==> src/rtl/seq_divider.sv <==
// Sequential restoring divider: one quotient bit per cycle through a single WIDTH+1-bit subtractor.
// Define DIVIDER_SIGNED_EN for two's-complement operands (magnitude divide plus sign fix-up at FIN).
module seq_divider #(
  parameter int unsigned WIDTH = 4
) (
  input  logic             clk,
  input  logic             rst_n,
  input  logic             start,
  input  logic [WIDTH-1:0] dividend,
  input  logic [WIDTH-1:0] divisor,
  output logic             busy,
  output logic             done,
  output logic [WIDTH-1:0] quotient,
  output logic [WIDTH-1:0] remainder,
  output logic             div_by_zero
);

  localparam int unsigned CW = (WIDTH > 2) ? $clog2(WIDTH) : 1;
  localparam logic [CW-1:0] LAST_ITER = CW'(WIDTH - 1);

  typedef enum logic [1:0] {
    IDLE = 2'd0,
    RUN  = 2'd1,
    FIN  = 2'd2
  } state_t;

  state_t           state_q, state_d;
  logic [WIDTH-1:0] rem_q, rem_d;
  logic [WIDTH-1:0] dvd_q, dvd_d;
  logic [WIDTH-1:0] dvs_q, dvs_d;
  logic [CW-1:0]    cnt_q, cnt_d;
  logic             dbz_q, dbz_d;
  logic [WIDTH-1:0] quotient_q, quotient_d;
  logic [WIDTH-1:0] remainder_q, remainder_d;
  logic             div_by_zero_q, div_by_zero_d;
  logic             done_q, done_d;

  logic [WIDTH:0]   shifted;
  logic [WIDTH:0]   trial;
  logic [WIDTH-1:0] dvd_mag;
  logic [WIDTH-1:0] dvs_mag;
  logic [WIDTH-1:0] quo_res;
  logic [WIDTH-1:0] rem_res;

  // Partial remainder stays below the divisor, so bit WIDTH of trial is a valid sign bit.
  assign shifted = {rem_q, dvd_q[WIDTH-1]};
  assign trial   = shifted - {1'b0, dvs_q};

`ifdef DIVIDER_SIGNED_EN
  logic neg_quo_q, neg_quo_d;
  logic neg_rem_q, neg_rem_d;

  assign dvd_mag = dividend[WIDTH-1] ? (~dividend + WIDTH'(1)) : dividend;
  assign dvs_mag = divisor[WIDTH-1]  ? (~divisor  + WIDTH'(1)) : divisor;
  assign quo_res = neg_quo_q ? (~dvd_q + WIDTH'(1)) : dvd_q;
  assign rem_res = neg_rem_q ? (~rem_q + WIDTH'(1)) : rem_q;

  always_comb begin
    neg_quo_d = neg_quo_q;
    neg_rem_d = neg_rem_q;
    if (state_q == IDLE && start) begin
      neg_quo_d = dividend[WIDTH-1] ^ divisor[WIDTH-1];
      neg_rem_d = dividend[WIDTH-1];
    end
  end

  always_ff @(posedge clk or negedge rst_n) begin
    if (!rst_n) begin
      neg_quo_q <= 1'b0;
      neg_rem_q <= 1'b0;
    end else begin
      neg_quo_q <= neg_quo_d;
      neg_rem_q <= neg_rem_d;
    end
  end
`else
  assign dvd_mag = dividend;
  assign dvs_mag = divisor;
  assign quo_res = dvd_q;
  assign rem_res = rem_q;
`endif

  always_comb begin
    state_d       = state_q;
    rem_d         = rem_q;
    dvd_d         = dvd_q;
    dvs_d         = dvs_q;
    cnt_d         = cnt_q;
    dbz_d         = dbz_q;
    quotient_d    = quotient_q;
    remainder_d   = remainder_q;
    div_by_zero_d = div_by_zero_q;
    done_d        = 1'b0;

    unique case (state_q)
      IDLE: begin
        if (start) begin
          rem_d = '0;
          cnt_d = '0;
          dvs_d = dvs_mag;
          if (divisor == '0) begin
            // Raw dividend is kept so the zero-divisor result returns it unmodified.
            dvd_d   = dividend;
            dbz_d   = 1'b1;
            state_d = FIN;
          end else begin
            dvd_d   = dvd_mag;
            dbz_d   = 1'b0;
            state_d = RUN;
          end
        end
      end
      RUN: begin
        if (!trial[WIDTH]) begin
          rem_d = trial[WIDTH-1:0];
          dvd_d = {dvd_q[WIDTH-2:0], 1'b1};
        end else begin
          rem_d = shifted[WIDTH-1:0];
          dvd_d = {dvd_q[WIDTH-2:0], 1'b0};
        end
        cnt_d = cnt_q + CW'(1);
        if (cnt_q == LAST_ITER) begin
          state_d = FIN;
        end
      end
      FIN: begin
        done_d        = 1'b1;
        div_by_zero_d = dbz_q;
        if (dbz_q) begin
          quotient_d  = '1;
          remainder_d = dvd_q;
        end else begin
          quotient_d  = quo_res;
          remainder_d = rem_res;
        end
        state_d = IDLE;
      end
      default: state_d = IDLE;
    endcase
  end

  always_ff @(posedge clk or negedge rst_n) begin
    if (!rst_n) begin
      state_q       <= IDLE;
      rem_q         <= '0;
      dvd_q         <= '0;
      dvs_q         <= '0;
      cnt_q         <= '0;
      dbz_q         <= 1'b0;
      quotient_q    <= '0;
      remainder_q   <= '0;
      div_by_zero_q <= 1'b0;
      done_q        <= 1'b0;
    end else begin
      state_q       <= state_d;
      rem_q         <= rem_d;
      dvd_q         <= dvd_d;
      dvs_q         <= dvs_d;
      cnt_q         <= cnt_d;
      dbz_q         <= dbz_d;
      quotient_q    <= quotient_d;
      remainder_q   <= remainder_d;
      div_by_zero_q <= div_by_zero_d;
      done_q        <= done_d;
    end
  end

  assign busy        = (state_q != IDLE);
  assign done        = done_q;
  assign quotient    = quotient_q;
  assign remainder   = remainder_q;
  assign div_by_zero = div_by_zero_q;

endmodule

==> config.mk <==
export PLATFORM = sky130hd
export DESIGN_NAME = seq_divider
export DESIGN_NICKNAME = d
export VERILOG_FILES = /design/src/rtl/seq_divider.sv
export SDC_FILE = /design/constraint.sdc
export NUM_CORES = 1
export LEC_CHECK = 0
export BUFFER_PORTS_ARGS = -buffer_cell sky130_fd_sc_hd__buf_2
export CORE_MARGIN = 1
export CORE_UTILIZATION = 59
export CTS_BUF_LIST = sky130_fd_sc_hd__clkbuf_4 sky130_fd_sc_hd__clkbuf_8 sky130_fd_sc_hd__clkbuf_16
export CTS_CLUSTER_DIAMETER = 50
export DETAILED_ROUTE_END_ITERATION = 8
export PLACE_DENSITY = 0.83
export SYNTH_ARGS = -nofsm -noshare
export SYNTH_HDL_FRONTEND = slang
export SYNTH_SLANG_ARGS = --single-unit
==> constraint.sdc <==
create_clock -name clk -period 2.83 [get_ports clk]
set_input_delay 0.283 -clock clk [delete_from_list [all_inputs] [get_ports clk]]
set_output_delay 0.283 -clock clk [all_outputs]
set_load 0.01 [all_outputs]
==> reports/results.ini, run 1 <==
[outcome]
outcome=finished clean

[route]
avgRoutedWirePerCell_um=13.9
first_pass_iters=4
avgViaCountPerCell=5.64
ant_nets=0
wl_mm=2.46
num_vias=999
drcViolationCount=0
first_iter_violations=26

[logic_synthesis]
synthArstFlopShare=1.00
synth_compound_area_frac=0.132
netlist.top_cell.by_area=dfrtp_1
synth-adder-area-share=0.0620
synth.most_common_cell=dfrtp_1
syn_area_per_cell_um2=10.2
synth-xor-area-share=0.0254
ys_seq_elements=27
synth_top_family_by_area=compound AO/OA/AOI/OAI gates
ys_warn_count=0
synth-main-ff-cell=dfrtp_1
synth_cell_types=30
ys_top_cells_by_area=dfrtp_1, mux2i_1, o21ai_0
ys_seq_area_frac=0.508
synthCells=130
muxShareOfSynthArea=0.101
synth_area_um2=1330
synth_common_cells=dfrtp_1, nand2_1, o21ai_0, mux2i_1, nor2_1
synth-simple-area-share=0.128
synthesis.nets=147
synth_edf_count=0
synth_top_area_share=0.508

[critical_path]
worstPathMaxFanout=5
rr_worst_depth=8
reg2reg_slack_ns=0.68
start_kind=flip-flop
r2r-start=dvd_q[3]
cp.arrival_ns=2.34
endpoint_kind=flip-flop
startpoint=dvd_q[3]
r2r_end=rem_q[3]
crit_required_ns=3.02
criticalPathCategory=reg -> reg

[placement]
gp_congestion=0.886
dpl_worst_slack_ns=0.714
postPlaceCellArea_um2=1440
dp_cells=172
dp_hpwl_mm=1.86
io_buffers=21

[timing]
layout_setup_ws_ns=0.683
rsz0062_at_grt=no
tns_ns=0
fmax_mhz=466
worst_slew_pin_slew_ns=0.642
finClkSkew_ns=0.00374
finalCritPeriodShare=0.759
timing.hold.ws_ns=0.195
finalSetupViolCount=0
finalHoldViolCount=0
min_period_ns=2.15
final_max_slew_viol_count=0
slew_headroom=0.568

[final_layout]
final_area_um2=1480
syn_to_final_growth_pct=10.9
fin_cells=177
drive_above_1_share=0.220
fin_nets=168
diodes=0
fillers=174
final_util=0.723

[cts]
clk_pin_slew_ns=0.13
root_buffer=clkbuf_4
cts_tree=built
cts_sinks=27
ctsResizeCount=0
htreeDepth=1
cts_buffer_depth=2
clock_latency_ns=0.30
cts_buffers=3

[grt]
grt_pass1_vias=891
gr-total-overflow=0
globalRouteTotalUtil=0.226
grt_antenna_before_repair=0
grt_max_degree=28
grt_pass1_wl_mm=4.12

[flow_run]
drv_cap=0

[floorplan]
die_area_um2=2450
rows=16
die_w_um=49.5
start_util=0.652
die_h_um=49.5
io_pins=22
core_area_um2=2040

[pwr]
p_leak_nw=0.729
total_power_mw=1.73
vdd_drop_max_mv=0.682
power.density_nw_per_um2=1170

[worst_hold_path]
whs_endpoint=dvs_q[1]
worstHoldStart=divisor[1]
worstHoldPathCells=3
hp-class=in -> reg

==> metal layers <==
metal,share of wire,track usage
met5,0,0
met4,0.013,0.0714
met3,0.040,0.0309
met2,0.51,0.379
met1,0.44,0.304
==> layout make-up <==
class | count | area (um^2) | area share
Sequential cell | 27 | 676 | 0.458
Tap cell | 27 | 33.8 | 0.0229
Timing Repair Buffer | 22 | 115 | 0.0780
Clock buffer | 4 | 30.0 | 0.0203
Inverter | 7 | 26.3 | 0.0178
Multi-Input combinational cell | 90 | 596 | 0.403
==> how the worst max path moves through the flow <==
stage | endpoint | cells past startpoint | slack (ns)
detailed placement | rem_q[0] | 8 | 0.71
floorplan | rem_q[0] | 8 | 0.89
global placement | rem_q[1] | 8 | 0.83
finish | rem_q[3] | 8 | 0.68
CTS | rem_q[3] | 8 | 0.67
global route | rem_q[3] | 8 | 0.54
==> cells by family after synthesis <==
logic type      after synthesis
buf+inv                      13
fa+ha+maj                     6
compound gates               30
mux                          13
xor+xnor                      3
flops                        27
simple gates                 38
==> where the power goes <==
part	switching [mW]	internal (mW)
registers	0.144	0.552
clock network	0.100	0.0645
logic	0.465	0.402
==> state kept, by name (all words and copies together) (netlist names), 2 cells and up <==
name / cells
remainder: 4
dvd_q: 4
quotient: 4
rem_q: 4
cnt_q: 2
state_q: 2
dvs_q: 4
==> cell usage in the layout (no fill, tap or decap), types with 2 or more instances in the layout <==
master	Yosys	final
dfrtp_1	27	27
nand2_1	21	21
buf_2	3	21
o21ai_0	19	19
mux2i_1	10	10
nor2_1	8	8
inv_1	7	7
ha_1	5	5
clkbuf_4	0	4
nand2b_1	3	3
mux2_2	3	3
a21oi_1	3	3
nor2b_1	2	2
a22o_1	2	2
==> repair_timing <==
action,CTS,global route
buffers inserted,0,0
hold buffers,1,0
hold endpoints to repair,27,0
==> critical path, stage by stage, from the launching register on <==
cell,delay [ns]
dfrtp_1,0.41
inv_1,0.09
ha_1,0.22
fa_1,0.40
nand2b_1,0.17
a21oi_2,0.18
xnor2_2,0.21
mux2i_1,0.25
o21ai_0,0.09
(Power assumes the default switching activity.)
==> run 2: changes to the inputs <==
--- a/config.mk
+++ b/config.mk
@@ -5,13 +5,14 @@
 export SDC_FILE = /design/constraint.sdc
 export NUM_CORES = 1
 export LEC_CHECK = 0
+export ABC_AREA = 1
 export BUFFER_PORTS_ARGS = -buffer_cell sky130_fd_sc_hd__buf_2
 export CORE_MARGIN = 1
-export CORE_UTILIZATION = 59
+export CORE_UTILIZATION = 55
 export CTS_BUF_LIST = sky130_fd_sc_hd__clkbuf_4 sky130_fd_sc_hd__clkbuf_8 sky130_fd_sc_hd__clkbuf_16
 export CTS_CLUSTER_DIAMETER = 50
 export DETAILED_ROUTE_END_ITERATION = 8
-export PLACE_DENSITY = 0.83
+export PLACE_DENSITY = 0.78
 export SYNTH_ARGS = -nofsm -noshare
 export SYNTH_HDL_FRONTEND = slang
 export SYNTH_SLANG_ARGS = --single-unit
==> constraint.sdc (replaced) <==
create_clock -name clk -period 2.2 [get_ports clk]
set_input_delay 0.22 -clock clk [delete_from_list [all_inputs] [get_ports clk]]
set_output_delay 0.22 -clock clk [all_outputs]
set_load 0.01 [all_outputs]
==> run 2 against run 1 <==
Net effect: setup slack got worse by 0.34 ns; largest cell class unchanged; routed wire length grew 14%; highest routed layer unchanged; final area is 7.4% higher; count of clock-buffer cells in the layout fell by 1; utilization fell by 8.3 points; largest power group unchanged.
==> reports/results.ini, run 2 <==
[critical_path]
cp.arrival_ns=2.09  ; -0.25 ns
endpoint_kind=flip-flop
start_kind=flip-flop
worstPathMaxFanout=5  ; unchanged
crit_required_ns=2.44  ; -0.58 ns
criticalPathCategory=reg -> reg

[floorplan]
die_area_um2=2810  ; +15%
core_area_um2=2480  ; +21%
rows=18  ; +2
io_pins=22  ; unchanged
die_w_um=53.0  ; +7.1%
start_util=0.577  ; -0.0747
die_h_um=53.0  ; +7.1%

[cts]
cts_buffer_depth=2  ; unchanged
cts_buffers=3  ; unchanged
root_buffer=clkbuf_4
clock_latency_ns=0.33  ; +0.03 ns
cts_hold_buf=1  ; unchanged
ctsResizeCount=0  ; unchanged
cts_setup_buffers=0  ; unchanged
htreeDepth=1  ; unchanged
clk_pin_slew_ns=0.16  ; +0.03 ns
cts_sinks=27  ; unchanged
cts_tree=built

[timing]
slew_headroom=0.616  ; +0.0473
rsz0062_at_grt=no
finalHoldViolCount=0  ; unchanged
timing.hold.ws_ns=0.111  ; -0.0841 ns
tns_ns=0  ; unchanged
fmax_mhz=539  ; +16%
worst_slew_pin_slew_ns=0.577  ; -0.0651 ns
min_period_ns=1.85  ; -0.292 ns
finalSetupViolCount=0  ; unchanged
final_max_slew_viol_count=0  ; unchanged
finClkSkew_ns=0.00691  ; +0.00317 ns
finalCritPeriodShare=0.843  ; +0.0844

[route]
wl_mm=2.79  ; +14%
avgRoutedWirePerCell_um=13.4  ; -3.2%
ant_nets=0  ; unchanged
avgViaCountPerCell=5.32  ; -5.8%
drcViolationCount=0  ; unchanged
first_pass_iters=4  ; unchanged
num_vias=1106  ; +11%
first_iter_violations=17  ; -35%

[pwr]
total_power_mw=2.68  ; +55%
p_clk_frac=0.083  ; -0.012
comb_power_share=0.585  ; +0.083
p_switching_mw=1.28  ; +80%
power.internal_mw=1.41  ; +38%
power.density_nw_per_um2=1690  ; +45%
vdd_drop_max_mv=0.889  ; +30%
p_leak_nw=0.807  ; +11%
switching_share=0.476  ; +0.0657
seq_power_share=0.332  ; -0.071

[final_layout]
layout_common_cells=nand2_1, dfrtp_1, buf_2
drive_above_1_share=0.264  ; +0.0440
fin_nets=196  ; +17%
layout_commonest_cell=nand2_1
diodes=0  ; unchanged
syn_to_final_growth_pct=10.8  ; about the same

[logic_synthesis]
synth_common_cells=nand2_1, dfrtp_1, inv_1, nor2_1
synthesis.nets=171  ; +16%
synthCells=154  ; +18%
synth.most_common_cell=nand2_1
synth-main-ff-cell=dfrtp_1
synthArstFlopShare=1.00  ; unchanged
synth_top_area_share=0.472  ; -0.0351
synth_area_um2=1430  ; +7.4%
netlist.top_cell.by_area=dfrtp_1
ys_seq_elements=27  ; unchanged
ys_seq_area_frac=0.472  ; -0.0351
ys_top_cells_by_area=dfrtp_1, nand2_1, ha_1
ys_warn_count=0  ; unchanged
syn_area_per_cell_um2=9.29  ; -9.3%
synth_cell_types=28  ; -6.7%
synth_edf_count=0  ; unchanged

[grt]
gr-total-overflow=0  ; unchanged
grt_use_met3=0.0374  ; +0.00649
grt_pass1_vias=1088  ; +22%
globalRouteTotalUtil=0.238  ; +0.0125
grt_pass1_wl_mm=4.80  ; +17%
top_usage_layer=met2
grt_max_degree=28  ; unchanged
grt_antenna_before_repair=0  ; unchanged
gr-usage-met2=0.409  ; +0.0303
grt_use_met1=0.298  ; -0.00554

[flow_run]
drv_cap=0  ; unchanged

[placement]
dp_hpwl_mm=2.18  ; +17%
gp_congestion=0.889  ; +0.34%
io_buffers=21  ; unchanged

[outcome]
outcome=finished clean

[worst_hold_path]
hp-class=in -> reg

==> run 2: changes by cell type in the layout (fill, tap and decap cells not counted), moves of 4 or more <==
cell | previous run | this run
a21oi_1 | 3 | 7
nand3_1 | 0 | 9
o21ai_0 | 19 | 5
nor2_1 | 8 | 12
inv_1 | 7 | 15
o21ai_1 | 0 | 9
nand2_1 | 21 | 34
mux2i_1 | 10 | 0
==> run 2: cell families after synthesis <==
group	share of synthesized area
AOI/OAI and AO/OA	0.127
xor gates and xnor gates	0.00613
adders and majority gates	0.0577
buffers and inverters	0.0822
DFF	0.472
and+or+nand+nor	0.255
==> run 2: per-layer routing <==
metal | share of wire | vias up | wire [um]
li1 | - | 548 | -
met5 | 0 | - | 0
met3 | 0.049 | 6 | 138
met1 | 0.45 | 515 | 1240
met2 | 0.49 | 37 | 1370
met4 | 0.016 | 0 | 44
==> run 2: per-stage QoR <==
step / cells / setup WS (ns) / cell area (um^2) / util
after floorplan: 154 / 0.560 / 1430 / -
final: 208 / 0.346 / 1590 / 0.640
after CTS: 208 / 0.345 / 1590 / 0.640
after global placement: 203 / 0.496 / 1550 / 0.624
after detailed placement: 203 / 0.367 / 1550 / 0.624
after global routing: 208 / 0.217 / 1590 / 0.640
==> run 2: path summary, 6_finish.rpt <==
kind	from	to	slack, ns	cells past startpoint
setup / recovery	dvd_q[3]	rem_q[3]	0.35	11
hold / removal	dividend[0]	dvd_q[0]	0.11	3
setup reg to reg	dvd_q[3]	rem_q[3]	0.35	11
hold reg to reg	remainder[3]	remainder[3]	0.50	2
max in group asynchronous	rst_n	dvs_q[0]	1.42	2
min in group asynchronous	rst_n	div_by_zero	0.40	2
==> run 2: cell type report <==
type | count | area [um^2]
clock buffer | 3 | 22.5
clock inverter | 1 | 7.51
fill | 213 | 892
inverter | 20 | 82.6
multi-input combinational | 104 | 637
sequential | 27 | 676
tap | 30 | 37.5
timing repair buffer | 23 | 123
==> run 2: worst max-delay path, cell delays in order (launching register included) <==
cell	delay, ns
dfrtp_1	0.38
inv_1	0.09
ha_1	0.23
fa_1	0.40
inv_1	0.09
nand2_1	0.06
nand2_1	0.13
nand3_4	0.12
nand2_4	0.10
nand2_1	0.05
nand3_1	0.07
nand2_1	0.05
==> run 2: power by group through the flow <==
stage	Sequential, mW	Clock [mW]	Combinational, mW
detailed placement	0.903	0	1.56
finish	0.890	0.223	1.57
global placement	0.893	0	1.48
floorplan	0.907	0	1.23
CTS	0.890	0.227	1.57
global route	0.921	0.245	1.77
==> run 3: changes to the inputs <==
==> constraint.sdc (replaced) <==
create_clock -name clk -period 1.8 [get_ports clk]
set_input_delay 0.18 -clock clk [delete_from_list [all_inputs] [get_ports clk]]
set_output_delay 0.18 -clock clk [all_outputs]
set_load 0.01 [all_outputs]
==> run 3 against run 2 <==
Net effect: first-iteration DRC count rose by 5.9%; sequential power up 22%; largest power group unchanged; maximum frequency grew 4.0%; highest routed layer unchanged; sequential cell count unchanged.
==> reports/results.ini, run 3 (synthesis gave the netlist of run 2 again) <==
[cts]
cts_sinks=27  ; unchanged
clk_pin_slew_ns=0.15  ; about the same
htreeDepth=1  ; unchanged
root_buffer=clkbuf_4
cts_buffers=3  ; unchanged
clock_latency_ns=0.34  ; about the same
cts_tree=built
cts_buffer_depth=2  ; unchanged

[grt]
grt_use_met1=0.292  ; -0.00652
gr-usage-met2=0.426  ; +0.0169
grt_pass1_wl_mm=4.92  ; +2.4%
top_usage_layer=met2
grt_antenna_before_repair=0  ; unchanged
globalRouteTotalUtil=0.246  ; +0.00762
grt_use_met3=0.0374  ; unchanged
grt_pass1_vias=1150  ; +5.7%
grt_max_degree=28  ; unchanged
gr-total-overflow=0  ; unchanged

[floorplan]
rows=18  ; unchanged
core_area_um2=2480  ; unchanged
die_w_um=53.0  ; unchanged
die_area_um2=2810  ; unchanged
io_pins=22  ; unchanged
die_h_um=53.0  ; unchanged
start_util=0.577  ; unchanged

[placement]
dp_hpwl_mm=2.18  ; about the same
gp_congestion=0.909  ; +2.2%
io_buffers=21  ; unchanged
dpl_worst_slack_ns=0.0172  ; -0.350 ns

[timing]
min_period_ns=1.78  ; -0.0705 ns
layout_setup_ws_ns=0.0161  ; -0.330 ns
fmax_mhz=561  ; +4.0%
worst_slew_pin_slew_ns=0.588  ; +0.0115 ns
finalCritPeriodShare=0.991  ; +0.148
finalSetupViolCount=0  ; unchanged
slew_headroom=0.608  ; -0.00765
final_max_slew_viol_count=0  ; unchanged
finClkSkew_ns=0.00500  ; -0.00191 ns
finalHoldViolCount=0  ; unchanged

[critical_path]
worstPathMaxFanout=5  ; unchanged
endpoint_kind=flip-flop
crit_required_ns=2.06  ; -0.38 ns
start_kind=flip-flop
criticalPathCategory=reg -> reg
cp.arrival_ns=2.04  ; -0.05 ns

[pwr]
power.density_nw_per_um2=2120  ; +25%
p_leak_nw=0.834  ; +3.3%
vdd_drop_max_mv=1.21  ; +36%
total_power_mw=3.46  ; +29%

[final_layout]
layout_common_cells=nand2_1, dfrtp_1, buf_2
fin_nets=201  ; +2.6%
syn_to_final_growth_pct=14.2
diodes=0  ; unchanged
final_util=0.659  ; +0.0192
layout_commonest_cell=nand2_1
drive_above_1_share=0.311  ; +0.0474

[route]
wl_mm=3.00  ; +7.3%
first_iter_violations=18  ; +1
avgViaCountPerCell=5.46  ; +2.6%
first_pass_iters=4  ; unchanged
avgRoutedWirePerCell_um=14.1  ; +4.8%
ant_nets=0  ; unchanged
drcViolationCount=0  ; unchanged
num_vias=1162  ; +5.1%

[flow_run]
drv_cap=0  ; unchanged

[worst_hold_path]
hp-class=in -> reg

[outcome]
outcome=finished clean

==> run 3: path summary, 6_finish.rpt <==
| kind | start | endpoint | slack (ns) | depth (start not counted) |
|---|---|---|---|---|
| max in group asynchronous | rst_n | quotient[2] | 1.07 | 2 |
| hold reg to reg | remainder[1] | remainder[1] | 0.50 | 2 |
| min in group asynchronous | rst_n | remainder[2] | 0.35 | 2 |
| setup reg to reg | dvd_q[3] | rem_q[0] | 0.02 | 11 |
| setup / recovery | dvd_q[3] | rem_q[0] | 0.02 | 11 |
| hold / removal | dividend[0] | dvd_q[0] | 0.06 | 3 |
==> run 3: layout make-up <==
type                    instances  area, um^2
clock buffers                   3        22.5
flip-flops and latches         27         676
multi-input cells             104         649
well taps                      30        37.5
inverters                      20        82.6
clock inverters                 1        5.00
fillers                       213         845
repair buffers                 28         160
==> run 3: report_power, final <==
group          switching [mW]  internal (mW)
registers               0.189          0.897
clock network           0.195         0.0840
logic                    1.27          0.828
==> run 3: per-stage QoR <==
stage                     instances  hold WS (ns)  area [um^2]  TNS (ns)
after floorplan                 154        -0.116         1430         0
after global placement          204         0.212         1550         0
after detailed placement        204         0.220         1550         0
after CTS                       210        0.0557         1600         0
after global routing            213        0.0539         1630    -0.190
final                           213        0.0579         1630         0
==> run 3: timing repair <==
| item | in CTS | in global routing |
|---|---|---|
| resized for setup | 0 | 5 |
| endpoints found under the hold margin | 27 | 0 |
| hold buffers | 1 | 0 |
| setup endpoints to repair | 2 | 5 |
| pin swaps | 0 | 2 |
| buffers inserted | 1 | 3 |
==> run 3: routing by layer <==
metal / share of wire / routed length (um) / up-vias
met3: 0.043 / 130 / 7
met4: 0.018 / 55 / 0
li1: - / - / 557
met1: 0.41 / 1240 / 566
met5: 0 / 0 / -
met2: 0.53 / 1570 / 32
==> run 3: worst max-delay path, cell delays in order, from the launching register on <==
cell,delay [ns]
dfrtp_1,0.38
inv_1,0.06
ha_2,0.20
fa_2,0.41
inv_2,0.07
nand2_1,0.06
nand2_2,0.09
nand3_4,0.10
nand2_4,0.10
nand2_1,0.08
nand3_1,0.08
nand2_1,0.05
